### config.mk
export PLATFORM = sky130hd
export DESIGN_NAME = hazard_ctrl_flat
export DESIGN_NICKNAME = d
export VERILOG_FILES = /design/src/rtl/hazard_ctrl_if.sv /design/src/rtl/hazard_ctrl.sv /design/src/flat_wrapper.sv
export SDC_FILE = /design/constraint.sdc
export NUM_CORES = 1
export LEC_CHECK = 0
export CORE_UTILIZATION = 41
export CTS_CLUSTER_DIAMETER = 60
export DETAILED_ROUTE_END_ITERATION = 8
export GPL_ROUTABILITY_DRIVEN = 0
export PLACE_DENSITY = 0.79
export REMOVE_ABC_BUFFERS = 1
export SETUP_SLACK_MARGIN = 0.2
export SKIP_CTS_REPAIR_TIMING = 1
export SLEW_MARGIN = 5
export SYNTH_ARGS = -nofsm -noshare
export SYNTH_HDL_FRONTEND = slang
export SYNTH_SLANG_ARGS = --single-unit
### constraint.sdc
create_clock -name clk -period 3.6 [get_ports clk]
set_input_delay 1.08 -clock clk [delete_from_list [all_inputs] [get_ports clk]]
set_output_delay 1.08 -clock clk [all_outputs]
set_load 0.01 [all_outputs]
### src/rtl/hazard_ctrl_if.sv
// -----------------------------------------------------------------------------
// hazard_ctrl_if
//   Bundle between the pipeline datapath and the hazard controller.
//
//   Datapath -> controller:
//     id_rs, id_rt              source registers of the instruction in ID
//     id_rs_valid, id_rt_valid  qualify id_rs/id_rt: the source is really read
//     ex_write_reg              destination of the instruction in EX (ID/EX)
//     ex_reg_write, ex_mem_read control bits of the instruction in EX (ID/EX)
//     redirect                  taken branch/jump resolved in EX this cycle
//     mem_busy                  data memory cannot complete this cycle
//     halt_in                   halt instruction has reached WB
//   Controller -> datapath:
//     pc_write_en, if_id_write_en  load enables for PC and IF/ID
//     if_id_flush                  load a NOP into IF/ID
//     zero_control_signals         bubble into ID/EX
//     pipe_hold                    freeze ID/EX, EX/MEM, MEM/WB
//     halted                       pipeline is stopped
//
//   There is no valid/ready handshake here: every signal is a level sampled
//   each cycle, and the *_valid bits only qualify the matching register field.
//   master = datapath side, slave = hazard controller side.
// -----------------------------------------------------------------------------
interface hazard_ctrl_if;
  logic [2:0] id_rs;
  logic [2:0] id_rt;
  logic       id_rs_valid;
  logic       id_rt_valid;
  logic [2:0] ex_write_reg;
  logic       ex_reg_write;
  logic       ex_mem_read;
  logic       redirect;
  logic       mem_busy;
  logic       halt_in;

  logic       pc_write_en;
  logic       if_id_write_en;
  logic       if_id_flush;
  logic       zero_control_signals;
  logic       pipe_hold;
  logic       halted;

  modport master (
    output id_rs, id_rt, id_rs_valid, id_rt_valid,
    output ex_write_reg, ex_reg_write, ex_mem_read,
    output redirect, mem_busy, halt_in,
    input  pc_write_en, if_id_write_en, if_id_flush,
    input  zero_control_signals, pipe_hold, halted
  );

  modport slave (
    input  id_rs, id_rt, id_rs_valid, id_rt_valid,
    input  ex_write_reg, ex_reg_write, ex_mem_read,
    input  redirect, mem_busy, halt_in,
    output pc_write_en, if_id_write_en, if_id_flush,
    output zero_control_signals, pipe_hold, halted
  );
endinterface

### src/rtl/hazard_ctrl.sv
// -----------------------------------------------------------------------------
// hazard_ctrl
//   Pipeline hazard controller: load-use stall, branch/jump redirect flush,
//   data-memory wait hold and halt.
//
//   Parameters:
//     FLUSH_LEN    total bubble cycles per redirect (1..7)
//     STALL_CNT_W  width of stall_count
//   Ports:
//     clk          rising-edge clock
//     rst          asynchronous active-low reset
//     bus          hazard_ctrl_if.slave (datapath inputs, control outputs)
//     state        current FSM state (RUN=0, FLUSH=1, MEMWAIT=2, HALT=3)
//     stall_count  saturating count of cycles with the PC stalled (not in HALT)
//
//   Event priority in every state: halt_in > mem_busy > redirect > load_use.
//   Outputs are purely combinational from current state and inputs.
// -----------------------------------------------------------------------------
module hazard_ctrl #(
  parameter int FLUSH_LEN   = 1,
  parameter int STALL_CNT_W = 16
) (
  input  logic                   clk,
  input  logic                   rst,
  hazard_ctrl_if.slave           bus,
  output logic [1:0]             state,
  output logic [STALL_CNT_W-1:0] stall_count
);

  typedef enum logic [1:0] {
    RUN     = 2'd0,
    FLUSH   = 2'd1,
    MEMWAIT = 2'd2,
    HALT    = 2'd3
  } state_e;

  // Number of FLUSH cycles that follow the redirect cycle itself.
  localparam logic [2:0] FLUSH_RELOAD = 3'(FLUSH_LEN - 1);

  state_e                 state_q, state_d;
  logic [2:0]             flush_cnt_q, flush_cnt_d;
  logic [STALL_CNT_W-1:0] stall_count_q, stall_count_d;

  logic rs_hit;
  logic rt_hit;
  logic load_use;

  assign rs_hit   = bus.id_rs_valid && (bus.id_rs == bus.ex_write_reg);
  assign rt_hit   = bus.id_rt_valid && (bus.id_rt == bus.ex_write_reg);
  assign load_use = bus.ex_mem_read && bus.ex_reg_write && (rs_hit || rt_hit);

  // ---------------------------------------------------------------------------
  // State register
  // ---------------------------------------------------------------------------
  always_ff @(posedge clk or negedge rst) begin
    if (!rst) begin
      state_q       <= RUN;
      flush_cnt_q   <= 3'd0;
      stall_count_q <= '0;
    end else begin
      state_q       <= state_d;
      flush_cnt_q   <= flush_cnt_d;
      stall_count_q <= stall_count_d;
    end
  end

  // ---------------------------------------------------------------------------
  // Next-state logic
  // ---------------------------------------------------------------------------
  always_comb begin
    state_d       = state_q;
    flush_cnt_d   = flush_cnt_q;
    stall_count_d = stall_count_q;

    if (state_q == HALT) begin
      state_d = HALT;
    end else if (bus.halt_in) begin
      state_d = HALT;
    end else if (bus.mem_busy) begin
      // A flush interrupted by memory keeps its remaining count and resumes.
      state_d = (state_q == FLUSH) ? FLUSH : MEMWAIT;
    end else if (bus.redirect) begin
      // The redirect cycle is itself the first bubble.
      if (FLUSH_LEN > 1) begin
        state_d     = FLUSH;
        flush_cnt_d = FLUSH_RELOAD;
      end else begin
        state_d = RUN;
      end
    end else if (state_q == FLUSH) begin
      if (flush_cnt_q <= 3'd1) begin
        flush_cnt_d = 3'd0;
        state_d     = RUN;
      end else begin
        flush_cnt_d = flush_cnt_q - 3'd1;
        state_d     = FLUSH;
      end
    end else begin
      // RUN, or MEMWAIT with memory now free: load_use keeps us in RUN.
      state_d = RUN;
    end

    if (!bus.pc_write_en && (state_q != HALT) && (stall_count_q != '1)) begin
      stall_count_d = stall_count_q + 1'b1;
    end
  end

  // ---------------------------------------------------------------------------
  // Output logic
  // ---------------------------------------------------------------------------
  always_comb begin
    bus.pc_write_en          = 1'b1;
    bus.if_id_write_en       = 1'b1;
    bus.if_id_flush          = 1'b0;
    bus.zero_control_signals = 1'b0;
    bus.pipe_hold            = 1'b0;
    bus.halted               = 1'b0;

    if ((state_q == HALT) || bus.halt_in) begin
      bus.pc_write_en          = 1'b0;
      bus.if_id_write_en       = 1'b0;
      bus.zero_control_signals = 1'b1;
      bus.halted               = 1'b1;
    end else if (bus.mem_busy) begin
      bus.pc_write_en    = 1'b0;
      bus.if_id_write_en = 1'b0;
      bus.pipe_hold      = 1'b1;
    end else if (bus.redirect || (state_q == FLUSH)) begin
      // FLUSH ignores load_use: the instruction in ID is being discarded.
      bus.if_id_flush          = 1'b1;
      bus.zero_control_signals = 1'b1;
    end else if (load_use) begin
      bus.pc_write_en          = 1'b0;
      bus.if_id_write_en       = 1'b0;
      bus.zero_control_signals = 1'b1;
    end
  end

  assign state       = state_q;
  assign stall_count = stall_count_q;

endmodule

### src/flat_wrapper.sv
// flat-port wrapper written by rule: the top's interface ports become plain ports
module hazard_ctrl_flat 
#(
  parameter int FLUSH_LEN   = 1,
  parameter int STALL_CNT_W = 16
)
  (clk, rst, state, stall_count, bus_id_rs, bus_id_rt, bus_id_rs_valid, bus_id_rt_valid, bus_ex_write_reg, bus_ex_reg_write, bus_ex_mem_read, bus_redirect, bus_mem_busy, bus_halt_in, bus_pc_write_en, bus_if_id_write_en, bus_if_id_flush, bus_zero_control_signals, bus_pipe_hold, bus_halted);
  hazard_ctrl_if bus_i ();
  input  logic clk;
  input  logic rst;
  output logic [1:0] state;
  output logic [STALL_CNT_W-1:0] stall_count;
  input wire logic [$bits(bus_i.id_rs)-1:0] bus_id_rs;
  input wire logic [$bits(bus_i.id_rt)-1:0] bus_id_rt;
  input wire logic [$bits(bus_i.id_rs_valid)-1:0] bus_id_rs_valid;
  input wire logic [$bits(bus_i.id_rt_valid)-1:0] bus_id_rt_valid;
  input wire logic [$bits(bus_i.ex_write_reg)-1:0] bus_ex_write_reg;
  input wire logic [$bits(bus_i.ex_reg_write)-1:0] bus_ex_reg_write;
  input wire logic [$bits(bus_i.ex_mem_read)-1:0] bus_ex_mem_read;
  input wire logic [$bits(bus_i.redirect)-1:0] bus_redirect;
  input wire logic [$bits(bus_i.mem_busy)-1:0] bus_mem_busy;
  input wire logic [$bits(bus_i.halt_in)-1:0] bus_halt_in;
  output wire logic [$bits(bus_i.pc_write_en)-1:0] bus_pc_write_en;
  output wire logic [$bits(bus_i.if_id_write_en)-1:0] bus_if_id_write_en;
  output wire logic [$bits(bus_i.if_id_flush)-1:0] bus_if_id_flush;
  output wire logic [$bits(bus_i.zero_control_signals)-1:0] bus_zero_control_signals;
  output wire logic [$bits(bus_i.pipe_hold)-1:0] bus_pipe_hold;
  output wire logic [$bits(bus_i.halted)-1:0] bus_halted;
  assign bus_i.id_rs = bus_id_rs;
  assign bus_i.id_rt = bus_id_rt;
  assign bus_i.id_rs_valid = bus_id_rs_valid;
  assign bus_i.id_rt_valid = bus_id_rt_valid;
  assign bus_i.ex_write_reg = bus_ex_write_reg;
  assign bus_i.ex_reg_write = bus_ex_reg_write;
  assign bus_i.ex_mem_read = bus_ex_mem_read;
  assign bus_i.redirect = bus_redirect;
  assign bus_i.mem_busy = bus_mem_busy;
  assign bus_i.halt_in = bus_halt_in;
  assign bus_pc_write_en = bus_i.pc_write_en;
  assign bus_if_id_write_en = bus_i.if_id_write_en;
  assign bus_if_id_flush = bus_i.if_id_flush;
  assign bus_zero_control_signals = bus_i.zero_control_signals;
  assign bus_pipe_hold = bus_i.pipe_hold;
  assign bus_halted = bus_i.halted;
  hazard_ctrl #(.FLUSH_LEN(FLUSH_LEN), .STALL_CNT_W(STALL_CNT_W)) u_core (.clk(clk), .rst(rst), .bus(bus_i), .state(state), .stall_count(stall_count));
endmodule
==> metrics.cfg, run 1 <==
[final_layout]
num_antenna_cells=0
syn2layout_area_growth_pct=46.03
drive_gt1_frac=0.1341
fillCellCount=240
fin_nets=201

[drt]
drtIter0Drc=45
drc_errors=15
wl_per_cell_um=15.10
detail-route-antenna-nets=0
first_pass_iters=6
vias_per_cell=5.638
drt_wl_total_mm=3.172
vias=1184

[die]
die_h_um=56.74
row_count=19
initial_core_util=0.4380
ios=42
die_x_um=56.74
core_mm2=0.002805
die-area_mm2=0.003219

[outcome]
status=finished, violations left
failed_checks=design-rule violations

[power_and_ir_drop]
p_per_area_mw_per_mm2=313.2
fin_total_pwr_uw=562.0
combinationalPowerShare=0.272
p_sw_frac=0.2943
internal-power_uw=396.6
switchingPower_uw=165.4
p_leak_uw=0.0008594
peakVddDrop_mv=0.3085
p_seq_frac=0.520
p_clk_frac=0.208

[setup_path]
r2r-start=u_core.state[0]
path_buf_inv=2
cp_slowest_cell=clkdlybuf4s50_1
critPathTopFamily=buffers and inverters
r2r_slack_ns=1.58
rr_worst_depth=6
r2r_end=u_core.stall_count[1]
worst-path-max-fanout=2
cp.arrival_ns=2.36
critPathKind=input port to output pin
crit_chain=clkdlybuf4s50_1, xnor2_2, nand4_1, a21oi_2, o21ai_0, nand3b_1, dlymetal6s2s_1
required_ns=2.52
cp_slowest_stage_delay_ns=0.47
startpoint_type=input port
critPathCaptureType=output pin

[clock_network]
cts_tree=done
clock-sinks=21
clock_latency_ns=0.31
cts_made_buffers=3
cts_root_buf=clkbuf_4
cts_max_path_buffers=2
clk_pin_slew_worst_paths_ns=0.12
htree_levels=1

[synthesis]
synth_top_cells_by_count=21 x dfrtp_1, 15 x xor2_1, 10 x nand2_1
yosysMostFrequentCell=dfrtp_1
syn_area_per_cell_um2=9.751
async_flop_share=1.000
yosysWarnings=0
synth-seq-cells=21
synth.area.top_cells=dfrtp_1 43%, xor2_1 11%, xnor2_1 4.3%, nor3_1 3.7%, and3_1 3.6%
netlist_instances=126
yosysUniqueCellTypes=31
yosys.area.top_type_share=0.4277
synth_flop_cell=dfrtp_1
yosysSeqAreaShare=0.4277
synth_top_area_cell=dfrtp_1
syn_area_mm2=0.001229
synth_edf_count=0

[timing]
rsz0062_at_grt=yes
worst_slew_pin_slew_ns=0.9147
finalHoldViolations=0
finClkSkew_ns=0.003086
maxSlewHeadroom=0.3883
max_freq_mhz=290.9
fin_hold_ws_ns=0.4969
period_needed_ns=3.437
report.final.setup_viol=0
period_share=0.9547
drv_slew=0

[min_path]
hp-class=register to register
hold_end=u_core.stall_count[11]
whs_path_depth=1
hp-start=u_core.stall_count[11]

[placement]
numPortBuffers=41
dpl.hpwl_mm=2.335

[global_route]
overflow=0
antenna_found_initial=0
grt_pass1_vias=1186
grt_first_pass_wirelength_mm=5.175
grt_usage=0.2048
grt_max_degree=22

[flow_run]
drv_cap=0

layout by cell type, fill, tap and decap left out:
| cell type | instances |
|---|---|
| nand3_1 | 6 |
| xor2_1 | 15 |
| buf_4 | 10 |
| nor3_1 | 9 |
| nor2_2 | 1 |
| mux2i_1 | 1 |
| clkbuf_1 | 1 |
| a41oi_2 | 1 |
| clkbuf_4 | 3 |
| o21a_2 | 1 |
| nor2_1 | 4 |
| nand4_1 | 5 |
| o22ai_1 | 1 |
| xnor2_2 | 3 |
| and3_1 | 7 |
| inv_1 | 5 |
| nand3b_1 | 1 |
| a21o_1 | 2 |
| dfrtp_1 | 21 |
| nor3b_1 | 2 |
| nand2_1 | 10 |
| o21ai_0 | 3 |
| ha_1 | 3 |
| nor2b_1 | 1 |
| xnor2_1 | 3 |
| clkdlybuf4s50_1 | 32 |
| nor4_1 | 5 |
| clkbuf_2 | 2 |
| o21bai_1 | 3 |
| a211o_2 | 1 |
| mux2_2 | 1 |
| a21oi_1 | 4 |
| nor4b_1 | 2 |
| dlymetal6s2s_1 | 7 |
| and4_1 | 1 |
| a21oi_2 | 1 |
| o22a_1 | 1 |
through the flow:
step	setup slack [ns]	setup TNS [ns]	cell area (um2)	std cells	util
2_1_floorplan	0.7450	0	1210	124	-
3_3_place_gp	-0.2168	-0.4240	1719	204	0.6128
3_5_place_dp	-0.3033	-0.7077	1719	204	0.6128
4_1_cts	-0.3144	-0.7429	1745	208	0.6222
5_1_grt	0.1005	0	1794	210	0.6396
6_report	0.1629	0	1794	210	0.6396
how the worst max path moves through the flow:
stage / slack [ns] / to / depth (start not counted) / startpoint
global placement: -0.22 / bus_zero_control_signals / 7 / bus_ex_write_reg[1]
CTS: -0.31 / bus_zero_control_signals / 7 / bus_ex_write_reg[0]
finish: 0.16 / bus_zero_control_signals / 7 / bus_id_rs[2]
global route: 0.10 / bus_zero_control_signals / 7 / bus_id_rs[0]
floorplan: 0.74 / bus_if_id_write_en / 2 / bus_mem_busy
detailed placement: -0.30 / bus_zero_control_signals / 7 / bus_ex_write_reg[0]
per-layer routing:
| layer | part of all wire | wire [um] | vias up | GRT usage |
|---|---|---|---|---|
| li1 | - | - | 560 | - |
| met1 | 0.42 | 1325 | 577 | 0.2438 |
| met2 | 0.50 | 1586 | 43 | 0.3656 |
| met3 | 0.071 | 226 | 4 | 0.03226 |
| met4 | 0.010 | 33 | 0 | 0.08362 |
| met5 | 0 | 0 | - | 0 |
flip-flops by register name, indices dropped and copies added (netlist names):
register,flops
u_core.stall_count,16
u_core.flush_cnt_q,3
u_core.state,2
power groups by stage:
stage	Sequential [uW]	Combinational (uW)	Clock (uW)
2_1_floorplan	302	43.4	0
3_3_place_gp	294	142	0
3_5_place_dp	296	146	0
4_1_cts	293	148	120
5_1_grt	298	169	127
6_report	292	153	117
cells by family (layout without fill, tap and decap cells):
family,count (synthesis),in the layout,share of synthesized area
compound gates,18,18,0.1039
xor+xnor,21,21,0.1497
fa+ha+maj,3,3,0.03055
buf+inv,7,60,0.03055
flops,21,21,0.4277
mux,2,2,0.01731
simple gates,54,54,0.2403
worst register-to-register path, cell delays in order, from the launching register on:
cell and delay, ns:
dfrtp_1 0.48, a211o_2 0.40, buf_4 0.14, a41oi_2 0.13, o21a_2 0.33, nor3_1 0.14, mux2_2 0.29
layout make-up:
class                           instances  area [um2]  share of cell area
Sequential cell                        21       525.5              0.2929
Multi-Input combinational cell         98       691.9              0.3856
Tap cell                               31       38.79             0.02162
Clock buffer                            4       26.28             0.01464
Inverter                                5       18.77             0.01046
Timing Repair Buffer                   51       493.0              0.2748
No activity file was read; power rests on OpenSTA's default activity.
==> inputs of run 2 (changes only) <==
- GPL_ROUTABILITY_DRIVEN: 0 -> 1
==> results of run 2 <==
Same layout as run 1: the final DEF is identical, and so are final timing and power.
